`src/rtl/branch_resolve_unit_pkg.sv`:
```
// Shared definitions for the execute-stage branch resolver: funct3 codes,
// BHT counter type, its reset value and the saturating counter step.
package branch_resolve_unit_pkg;

    typedef logic [1:0] bht_ctr_t;

    localparam bht_ctr_t   BHT_RESET_VAL = 2'b01;

    localparam logic [2:0] F3_BEQ  = 3'b000;
    localparam logic [2:0] F3_BNE  = 3'b001;
    localparam logic [2:0] F3_BLT  = 3'b100;
    localparam logic [2:0] F3_BGE  = 3'b101;
    localparam logic [2:0] F3_BLTU = 3'b110;
    localparam logic [2:0] F3_BGEU = 3'b111;

    function automatic bht_ctr_t ctr_next(input bht_ctr_t c, input logic taken);
        bht_ctr_t n;
        n = c;
        if (taken && c != 2'b11)
            n = c + 2'b01;
        else if (!taken && c != 2'b00)
            n = c - 2'b01;
        return n;
    endfunction

endpackage

```
`src/rtl/branch_resolve_unit_bht_2bit.sv`:
```
// Untagged table of 2-bit saturating counters: async read for fetch,
// sync update from execute, whole table reset to weakly not-taken.
module bht_2bit
    import branch_resolve_unit_pkg::*;
#(
    parameter int XLEN        = 64,
    parameter int BHT_ENTRIES = 64,
    parameter int BHT_IDX_LO  = 2
) (
    input  logic            i_clk,
    input  logic            i_reset,
    input  logic [XLEN-1:0] i_rd_pc,
    output logic            o_rd_taken,
    input  logic            i_upd_en,
    input  logic [XLEN-1:0] i_upd_pc,
    input  logic            i_upd_taken
);

    localparam int IDX_W = $clog2(BHT_ENTRIES);

    bht_ctr_t          r_ctr [BHT_ENTRIES];
    logic [IDX_W-1:0]  w_rd_idx;
    logic [IDX_W-1:0]  w_upd_idx;
    logic              w_unused_pc_bits;

    assign w_rd_idx         = i_rd_pc[BHT_IDX_LO +: IDX_W];
    assign w_upd_idx        = i_upd_pc[BHT_IDX_LO +: IDX_W];
    assign w_unused_pc_bits = ^{i_rd_pc, i_upd_pc};

    // Read sees the pre-edge counter, so a same-cycle update is invisible until next cycle.
    assign o_rd_taken = r_ctr[w_rd_idx][1];

    always_ff @(posedge i_clk) begin
        if (i_reset) begin
            for (int i = 0; i < BHT_ENTRIES; i++)
                r_ctr[i] <= BHT_RESET_VAL;
        end else if (i_upd_en) begin
            r_ctr[w_upd_idx] <= ctr_next(r_ctr[w_upd_idx], i_upd_taken);
        end
    end

endmodule

```
`src/rtl/branch_resolve_unit.sv`:
```
// Execute-stage branch resolver: RV64I conditional branches, JAL and JALR,
// registered redirect/exception outputs and BHT training. Optional counters: BRU_STATS_EN.
module branch_resolve_unit
    import branch_resolve_unit_pkg::*;
#(
    parameter int XLEN        = 64,
    parameter int BHT_ENTRIES = 64,
    parameter int BHT_IDX_LO  = 2
) (
    input  logic            i_clk,
    input  logic            i_reset,
    input  logic [XLEN-1:0] i_fetch_pc,
    output logic            o_pred_taken,
    input  logic            i_valid_in,
    input  logic            i_flush_in,
    input  logic            i_branch,
    input  logic            i_jump,
    input  logic            i_jalr,
    input  logic [2:0]      i_funct3,
    input  logic [XLEN-1:0] i_pc,
    input  logic [XLEN-1:0] i_imm,
    input  logic [XLEN-1:0] i_rs1_data,
    input  logic [XLEN-1:0] i_rs2_data,
    input  logic            i_pred_taken_in,
    output logic            o_redirect_valid,
    output logic [XLEN-1:0] o_redirect_pc,
    output logic [XLEN-1:0] o_link_addr,
    output logic            o_misalign_exc,
    output logic            o_illegal_br
`ifdef BRU_STATS_EN
   ,output logic [31:0]     o_stat_branches,
    output logic [31:0]     o_stat_mispredicts
`endif
);

    logic            w_one_kind, w_resolve, w_legal, w_cond, w_taken;
    logic            w_misalign, w_redirect, w_bht_upd;
    logic [XLEN-1:0] w_target, w_pc4, w_redirect_pc;

    logic            r_redirect_valid, r_misalign_exc, r_illegal_br;
    logic [XLEN-1:0] r_redirect_pc, r_link_addr;

    assign w_one_kind = ({i_branch, i_jump, i_jalr} == 3'b100) ||
                        ({i_branch, i_jump, i_jalr} == 3'b010) ||
                        ({i_branch, i_jump, i_jalr} == 3'b001);
    assign w_resolve  = i_valid_in & ~i_flush_in & w_one_kind;
    assign w_legal    = (i_funct3 != 3'b010) && (i_funct3 != 3'b011);

    always_comb begin
        w_cond = 1'b0;
        case (i_funct3)
            F3_BEQ:  w_cond = (i_rs1_data == i_rs2_data);
            F3_BNE:  w_cond = (i_rs1_data != i_rs2_data);
            F3_BLT:  w_cond = ($signed(i_rs1_data) <  $signed(i_rs2_data));
            F3_BGE:  w_cond = ($signed(i_rs1_data) >= $signed(i_rs2_data));
            F3_BLTU: w_cond = (i_rs1_data <  i_rs2_data);
            F3_BGEU: w_cond = (i_rs1_data >= i_rs2_data);
            default: w_cond = 1'b0;
        endcase
    end

    assign w_target      = i_jalr ? ((i_rs1_data + i_imm) & ~{{(XLEN-1){1'b0}}, 1'b1})
                                  : (i_pc + i_imm);
    assign w_pc4         = i_pc + {{(XLEN-3){1'b0}}, 3'd4};
    assign w_taken       = i_branch ? (w_legal & w_cond) : 1'b1;
    assign w_misalign    = w_taken & (w_target[1:0] != 2'b00);
    // Jumps always redirect since fetch has no target predictor.
    assign w_redirect    = ~w_misalign & (i_branch ? (w_legal & (w_taken != i_pred_taken_in)) : 1'b1);
    assign w_redirect_pc = w_taken ? w_target : w_pc4;
    assign w_bht_upd     = w_resolve & i_branch & w_legal & ~w_misalign;

    always_ff @(posedge i_clk) begin
        if (i_reset) begin
            r_redirect_valid <= 1'b0;
            r_redirect_pc    <= '0;
            r_link_addr      <= '0;
            r_misalign_exc   <= 1'b0;
            r_illegal_br     <= 1'b0;
        end else begin
            r_redirect_valid <= w_resolve & w_redirect;
            r_redirect_pc    <= w_resolve ? w_redirect_pc : '0;
            r_misalign_exc   <= w_resolve & w_misalign;
            r_illegal_br     <= w_resolve & i_branch & ~w_legal;
            if (w_resolve && !i_branch)
                r_link_addr <= w_pc4;
        end
    end

    bht_2bit #(
        .XLEN        (XLEN),
        .BHT_ENTRIES (BHT_ENTRIES),
        .BHT_IDX_LO  (BHT_IDX_LO)
    ) u_bht (
        .i_clk       (i_clk),
        .i_reset     (i_reset),
        .i_rd_pc     (i_fetch_pc),
        .o_rd_taken  (o_pred_taken),
        .i_upd_en    (w_bht_upd),
        .i_upd_pc    (i_pc),
        .i_upd_taken (w_taken)
    );

    assign o_redirect_valid = r_redirect_valid;
    assign o_redirect_pc    = r_redirect_pc;
    assign o_link_addr      = r_link_addr;
    assign o_misalign_exc   = r_misalign_exc;
    assign o_illegal_br     = r_illegal_br;

`ifdef BRU_STATS_EN
    logic [31:0] r_stat_branches, r_stat_mispredicts;

    always_ff @(posedge i_clk) begin
        if (i_reset) begin
            r_stat_branches    <= '0;
            r_stat_mispredicts <= '0;
        end else if (w_resolve && i_branch && w_legal) begin
            r_stat_branches <= r_stat_branches + 32'd1;
            if (w_redirect)
                r_stat_mispredicts <= r_stat_mispredicts + 32'd1;
        end
    end

    assign o_stat_branches    = r_stat_branches;
    assign o_stat_mispredicts = r_stat_mispredicts;
`endif

endmodule

```
`config.mk`:
```
export PLATFORM = sky130hd
export DESIGN_NAME = branch_resolve_unit
export DESIGN_NICKNAME = d
export VERILOG_FILES = /design/src/rtl/branch_resolve_unit_pkg.sv /design/src/rtl/branch_resolve_unit_bht_2bit.sv /design/src/rtl/branch_resolve_unit.sv
export SDC_FILE = /design/constraint.sdc
export NUM_CORES = 1
export LEC_CHECK = 0
export CAP_MARGIN = 20
export CORE_ASPECT_RATIO = 2
export CORE_MARGIN = 1.5
export CORE_UTILIZATION = 48
export CTS_CLUSTER_DIAMETER = 80
export DETAILED_ROUTE_END_ITERATION = 6
export PLACE_DENSITY = 0.78
export SYNTH_ARGS = -nofsm -noshare
export SYNTH_HDL_FRONTEND = slang
export SYNTH_HIERARCHICAL = 1
export SYNTH_SLANG_ARGS = --single-unit
```
`constraint.sdc`:
```
create_clock -name i_clk -period 4.5 [get_ports i_clk]
set_clock_uncertainty 0.05 [all_clocks]
set_input_delay 0.9 -clock i_clk [delete_from_list [all_inputs] [get_ports i_clk]]
set_output_delay 0.9 -clock i_clk [all_outputs]
set_load 0.005 [all_outputs]
```
==> results of run 1 <==
## metal layers
layer / overflow / global-route usage [%]
met1: 0 / 42.22
met5: 0 / 0.8105
met2: 1 / 78.14
met3: 0 / 15.66
met4: 3 / 51.80
## cell usage after synthesis (16+ instances only)
| library cell | instances |
|---|---|
| and4_1 | 16 |
| mux4_2 | 23 |
| clkbuf_1 | 127 |
| a21o_1 | 68 |
| inv_1 | 117 |
| xnor2_1 | 100 |
| mux2i_1 | 55 |
| nand2_1 | 212 |
| nor3_1 | 36 |
| o22ai_1 | 18 |
| a31oi_1 | 26 |
| nand4_1 | 63 |
| a21boi_1 | 31 |
| nand2b_1 | 24 |
| o31ai_1 | 16 |
| a21oi_1 | 197 |
| dfxtp_1 | 131 |
| xor2_1 | 73 |
| o21a_1 | 23 |
| o21bai_1 | 45 |
| a21oi_2 | 25 |
| o211ai_1 | 29 |
| a211oi_2 | 40 |
| ha_1 | 192 |
| nor2_1 | 265 |
| and2_1 | 19 |
| edfxtp_1 | 128 |
| o21ai_0 | 151 |
| buf_6 | 16 |
| nand3_1 | 64 |
| and3_1 | 28 |
| a211oi_1 | 123 |
## stage by stage
| step | setup WS (ns) | cells | hold slack, ns | instance area [um2] | utilization, % |
|---|---|---|---|---|---|
| after floorplan | -0.03801 | 2718 | 0.4354 | 23030 | - |
| after global placement | -0.9300 | 4124 | 0.4332 | 31400 | 66.30 |
| after detailed placement | -1.040 | 4124 | 0.4419 | 31400 | 66.30 |
| after CTS | -0.04162 | 4175 | 0.4514 | 32510 | 68.65 |
## cells by family after synthesis
group | share of synthesized area (%)
AOI/OAI and AO/OA | 27.43
and+or+nand+nor | 16.79
buffers and inverters | 5.575
DFF | 28.08
adders and majority gates | 10.61
xor gates and xnor gates | 6.581
muxes | 4.934
## what timing repair did
action,in CTS
buffers inserted,6
gates cloned,1
pin swaps,22
resized for setup,95
setup endpoints to repair,276
==> reports/metrics.yaml, run 1 <==
status:
  outcome: "aborted with a tool error"
  lastStage: "5_1_grt"
  stop_error: "[ERROR GRT-0232] Routing congestion too high. Check the congestion heatmap in the GUI."
floorplan:
  ioPinCount: 463
  rows: 113
  initial_core_util_pct: 48.61
  die_h_um: 312.7
  die_w_um: 157.9
yosys:
  ys_ff_latch: 259
  yosysUniqueCellTypes: 102
  async_flop_share_pct: 0
  netlist_instances: 2718
  avgSynthCellArea_um2: 8.471
  synth_top_area_share_pct: 16.69
  seq_area_frac_synth_pct: 28.08
  synth_edf_count: 128
  ys.flop_type: "dfxtp_1"
  synth_nets: 3243
  synth_top_cells_by_area: "edfxtp_1 17%, dfxtp_1 11%, ha_1 10%"
  synth_area_um2: 23020
  synth_top_area_cell: "edfxtp_1"
  yosysWarnings: 6
clock_tree:
  numCtsBuffers: 25
  postCtsHoldBufs: 0
  cts_buffer_depth: 3
  cts-root-buf: "clkbuf_16"
  clock-sinks: 259
  htreeDepth: 1
sta:
  worstEpCategory: "sequential cell input"
  repair-timing-grt-worst-ep: "u_bht/r_ctr[32][0]$_SDFFCE_PN1P_/D"
placed_design:
  gp_congestion: 1.029
  io_buffers: 404
  hpwl_um: 86940
global_route:
  grt_max_degree: 84
  grtUsageTotal_pct: 47.23
  grt_overflow: 4
==> run 2, diff against run 1 <==
Settings changed: CORE_ASPECT_RATIO 2 to unset, CORE_UTILIZATION 48 to 40, CTS_CLUSTER_DIAMETER 80 to unset, PLACE_DENSITY 0.78 to unset, PLACE_DENSITY_LB_ADDON set to 0.15.
Clock period 4.5 ns to 5.85 ns, I/O delays scaled along.
==> reports/metrics.yaml, run 2 <==
placed_design:
  dp.cells: 3844  # was 4124
  post-place-ws_ns: -0.2724  # was -1.040 ns
  gp_congestion: 0.9920  # was 1.029
  io_buffers: 404  # unchanged
  hpwl_um: 75560  # was 86940 um
min_path:
  hold_path_depth: 2
  hold_end: "o_link_addr[20]$_SDFFE_PP0P_"
  hp-class: "reg2reg"
  min_from: "o_link_addr[20]$_SDFFE_PP0P_"
setup_path:
  rrSetupSlack_ns: 2.38
  reg2regPathDepth: 10
  cp_slowest_stage_delay_ns: 0.47
  cp-start-kind: "primary input"
  worstPathMaxFanout: 8
  path_cells: "clkdlybuf4s50_1, inv_1, ha_1, a211oi_2, o211ai_1, o221ai_1, o2111ai_1, a21oi_2, o21ai_1, or4_1, a31oi_1, nor2_1, a2111oi_1, buf_4, and3_1, nand2_1, buf_4, o21ai_0"
  cpMaxStageDelayCell: "clkdlybuf4s50_1"
  cp.required_ns: 6.02
  path_class: "in2reg"
  arrival_ns: 5.69
  reg2reg_from: "u_bht/r_ctr[55][0]$_SDFFCE_PN1P_"
  r2r-end: "u_bht/r_ctr[56][1]$_SDFFCE_PN0P_"
  crit_path_end_kind: "flip-flop"
  path_common_cell: "buf_4"
routing:
  drt_iter0_drc: 2082
  vias: 23360
  firstDrtPassIters: 6
  routed_wl_um: 94630
  routed_via_density: 5.979
  drcViolationCount: 0
  ant_nets: 0
  avgRoutedWirePerCell_um: 24.22
pwr:
  power.leakage_nw: 11.28
  p_per_area_nw_per_um2: 213.6
  ir_drop_mv: 0.1614
clock_tree:
  htreeDepth: 2  # was 1
  clock-sinks: 259  # unchanged
  cts-root-buf: "clkbuf_16"  # unchanged
  numCtsBuffers: 35  # was 25
  clkTransAtPathRegs_ns: 0.06
  post_cts_resized: 0  # was 95
  cts_buffer_depth: 3  # unchanged
  clock_latency_ns: 0.55
  postCtsSetupBuffers: 0  # was 6
  postCtsHoldBufs: 0  # unchanged
  cts_tree: "yes"
finish:
  nets: 3650
  final_common_cell: "clkdlybuf4s50_1"
  drive_above_1_share_pct: 11.11
  largest_reg_flops: 128
  area_growth_pct: 28.36
  final_cells: 3907
  regMostFlops: "u_bht/r_ctr"
  fillers: 5420
  mostFrequentLayoutCells: "401 x clkdlybuf4s50_1, 265 x nor2_1, 212 x nand2_1"
sta:
  final_max_slew_viol_count: 0
  worst_slack_ns: 0.3378
  relSlewSlack_pct: 28.95
  rsz0062_at_grt: "false"
  timing.fmax_ghz: 0.1814
  min_period_ns: 5.512
  period_share_pct: 94.23
  hold_viol_final: 0
  setup_viol: 0
  worstMarginPinSlew_ns: 1.056
yosys:
  synth.most_common_cell: "nor2_1"  # unchanged
  synth_area_um2: 23020  # unchanged
  ys.flop_type: "dfxtp_1"  # unchanged
  synth_top_area_cell: "edfxtp_1"  # unchanged
  yosysWarnings: 6  # unchanged
  synth_top_area_share_pct: 16.69  # unchanged
  netlist_instances: 2718  # unchanged
  async_flop_share_pct: 0  # unchanged
  ys_ff_latch: 259  # unchanged
  synth_edf_count: 128  # unchanged
  avgSynthCellArea_um2: 8.471  # unchanged
  synth_nets: 3243  # unchanged
  synthTopCellsByCount: "265 x nor2_1, 212 x nand2_1, 197 x a21oi_1"  # unchanged
  synth_top_cells_by_area: "edfxtp_1 17%, dfxtp_1 11%, ha_1 10%"  # unchanged
  seq_area_frac_synth_pct: 28.08  # unchanged
  yosysUniqueCellTypes: 102  # unchanged
status:
  outcome: "finished clean"  # was aborted with a tool error
global_route:
  grt_overflow: 0
  antenna_found_initial: 3
  grt_max_degree: 77
  grt_pass1_wl_um: 141100
  grtUsageTotal_pct: 30.99
  first_global_vias: 22610
floorplan:
  die_w_um: 242.9  # was 157.9 um
  rows: 87  # was 113
  die_h_um: 242.9  # was 312.7 um
  dieArea_um2: 59010
  ioPinCount: 463  # unchanged
  core_um2: 56600
  initial_core_util_pct: 40.68  # was 48.61%
run:
  cap_violations: 0
run 2: cell counts after synthesis:
No cell type changed its count.
run 2: final cells by class:
cell class                      instances  area [um2]  share of cell area (%)
Clock inverter                         13       150.1                  0.5080
Antenna cell                            2       5.005                 0.01693
Tap cell                              756       945.9                   3.201
Sequential cell                       259        6466                   21.88
Multi-Input combinational cell       2165       15330                   51.86
Timing Repair Buffer                  544        5215                   17.65
Inverter                              120       450.4                   1.524
Clock buffer                           48       994.7                   3.366
run 2: worst max path at each step:
stage	startpoint	to	slack, ns	depth (start not counted)
2_1_floorplan	i_rs2_data[6]	u_bht/r_ctr[5][0]$_SDFFCE_PN1P_	0.91	17
3_3_place_gp	i_rs2_data[37]	u_bht/r_ctr[55][1]$_SDFFCE_PN0P_	-0.13	18
3_5_place_dp	i_rs2_data[37]	u_bht/r_ctr[47][1]$_SDFFCE_PN0P_	-0.27	18
4_1_cts	i_rs2_data[37]	u_bht/r_ctr[47][1]$_SDFFCE_PN0P_	0.29	18
5_1_grt	i_rs2_data[37]	u_bht/r_ctr[29][0]$_SDFFCE_PN1P_	0.05	18
6_report	i_rs2_data[37]	u_bht/r_ctr[53][0]$_SDFFCE_PN1P_	0.34	18
run 2: logic make-up after synthesis:
| family | synth area share (%) |
|---|---|
| multiplexers | 4.934 |
| AO/OA/AOI/OAI | 27.43 |
| XOR/XNOR | 6.581 |
| buffers and inverters | 5.575 |
| flip-flops | 28.08 |
| AND/OR/NAND/NOR | 16.79 |
| adder cells (fa/ha/maj) | 10.61 |
run 2: layer usage:
metal,global-route usage (%),wire length [um],vias to the layer above
met1,40.09,39560,11360
met3,4.290,6149,137
met2,53.61,46180,922
met5,0,31,-
li1,-,-,10930
met4,8.750,2713,4
run 2: power by group:
part | total (mW) | internal (mW) | switching (mW)
clock | 2.16 | 1.28 | 0.871
sequential | 1.98 | 1.95 | 0.0277
combinational | 2.18 | 0.885 | 1.30
run 2: stage by stage:
step	utilization (%)	power [mW]	hold slack [ns]	cell area, um2	setup TNS (ns)
floorplan	-	3.296	0.4354	23020	0
global placement	50.12	4.140	0.4307	28370	-8.248
detailed placement	50.17	4.155	0.4418	28400	-30.25
CTS	52.19	6.333	0.4495	29540	0
global route	52.21	6.588	0.4665	29550	0
finish	52.21	6.314	0.4479	29550	0
run 2: worst max-delay path, delay by kind of cell:
| family | cells | cell delay (ns) |
|---|---|---|
| fa+ha+maj | 1 | 0.32 |
| compound gates | 9 | 2.25 |
| simple gates | 4 | 0.97 |
| buf+inv | 4 | 0.94 |
No activity file was read; power rests on OpenSTA's default activity.
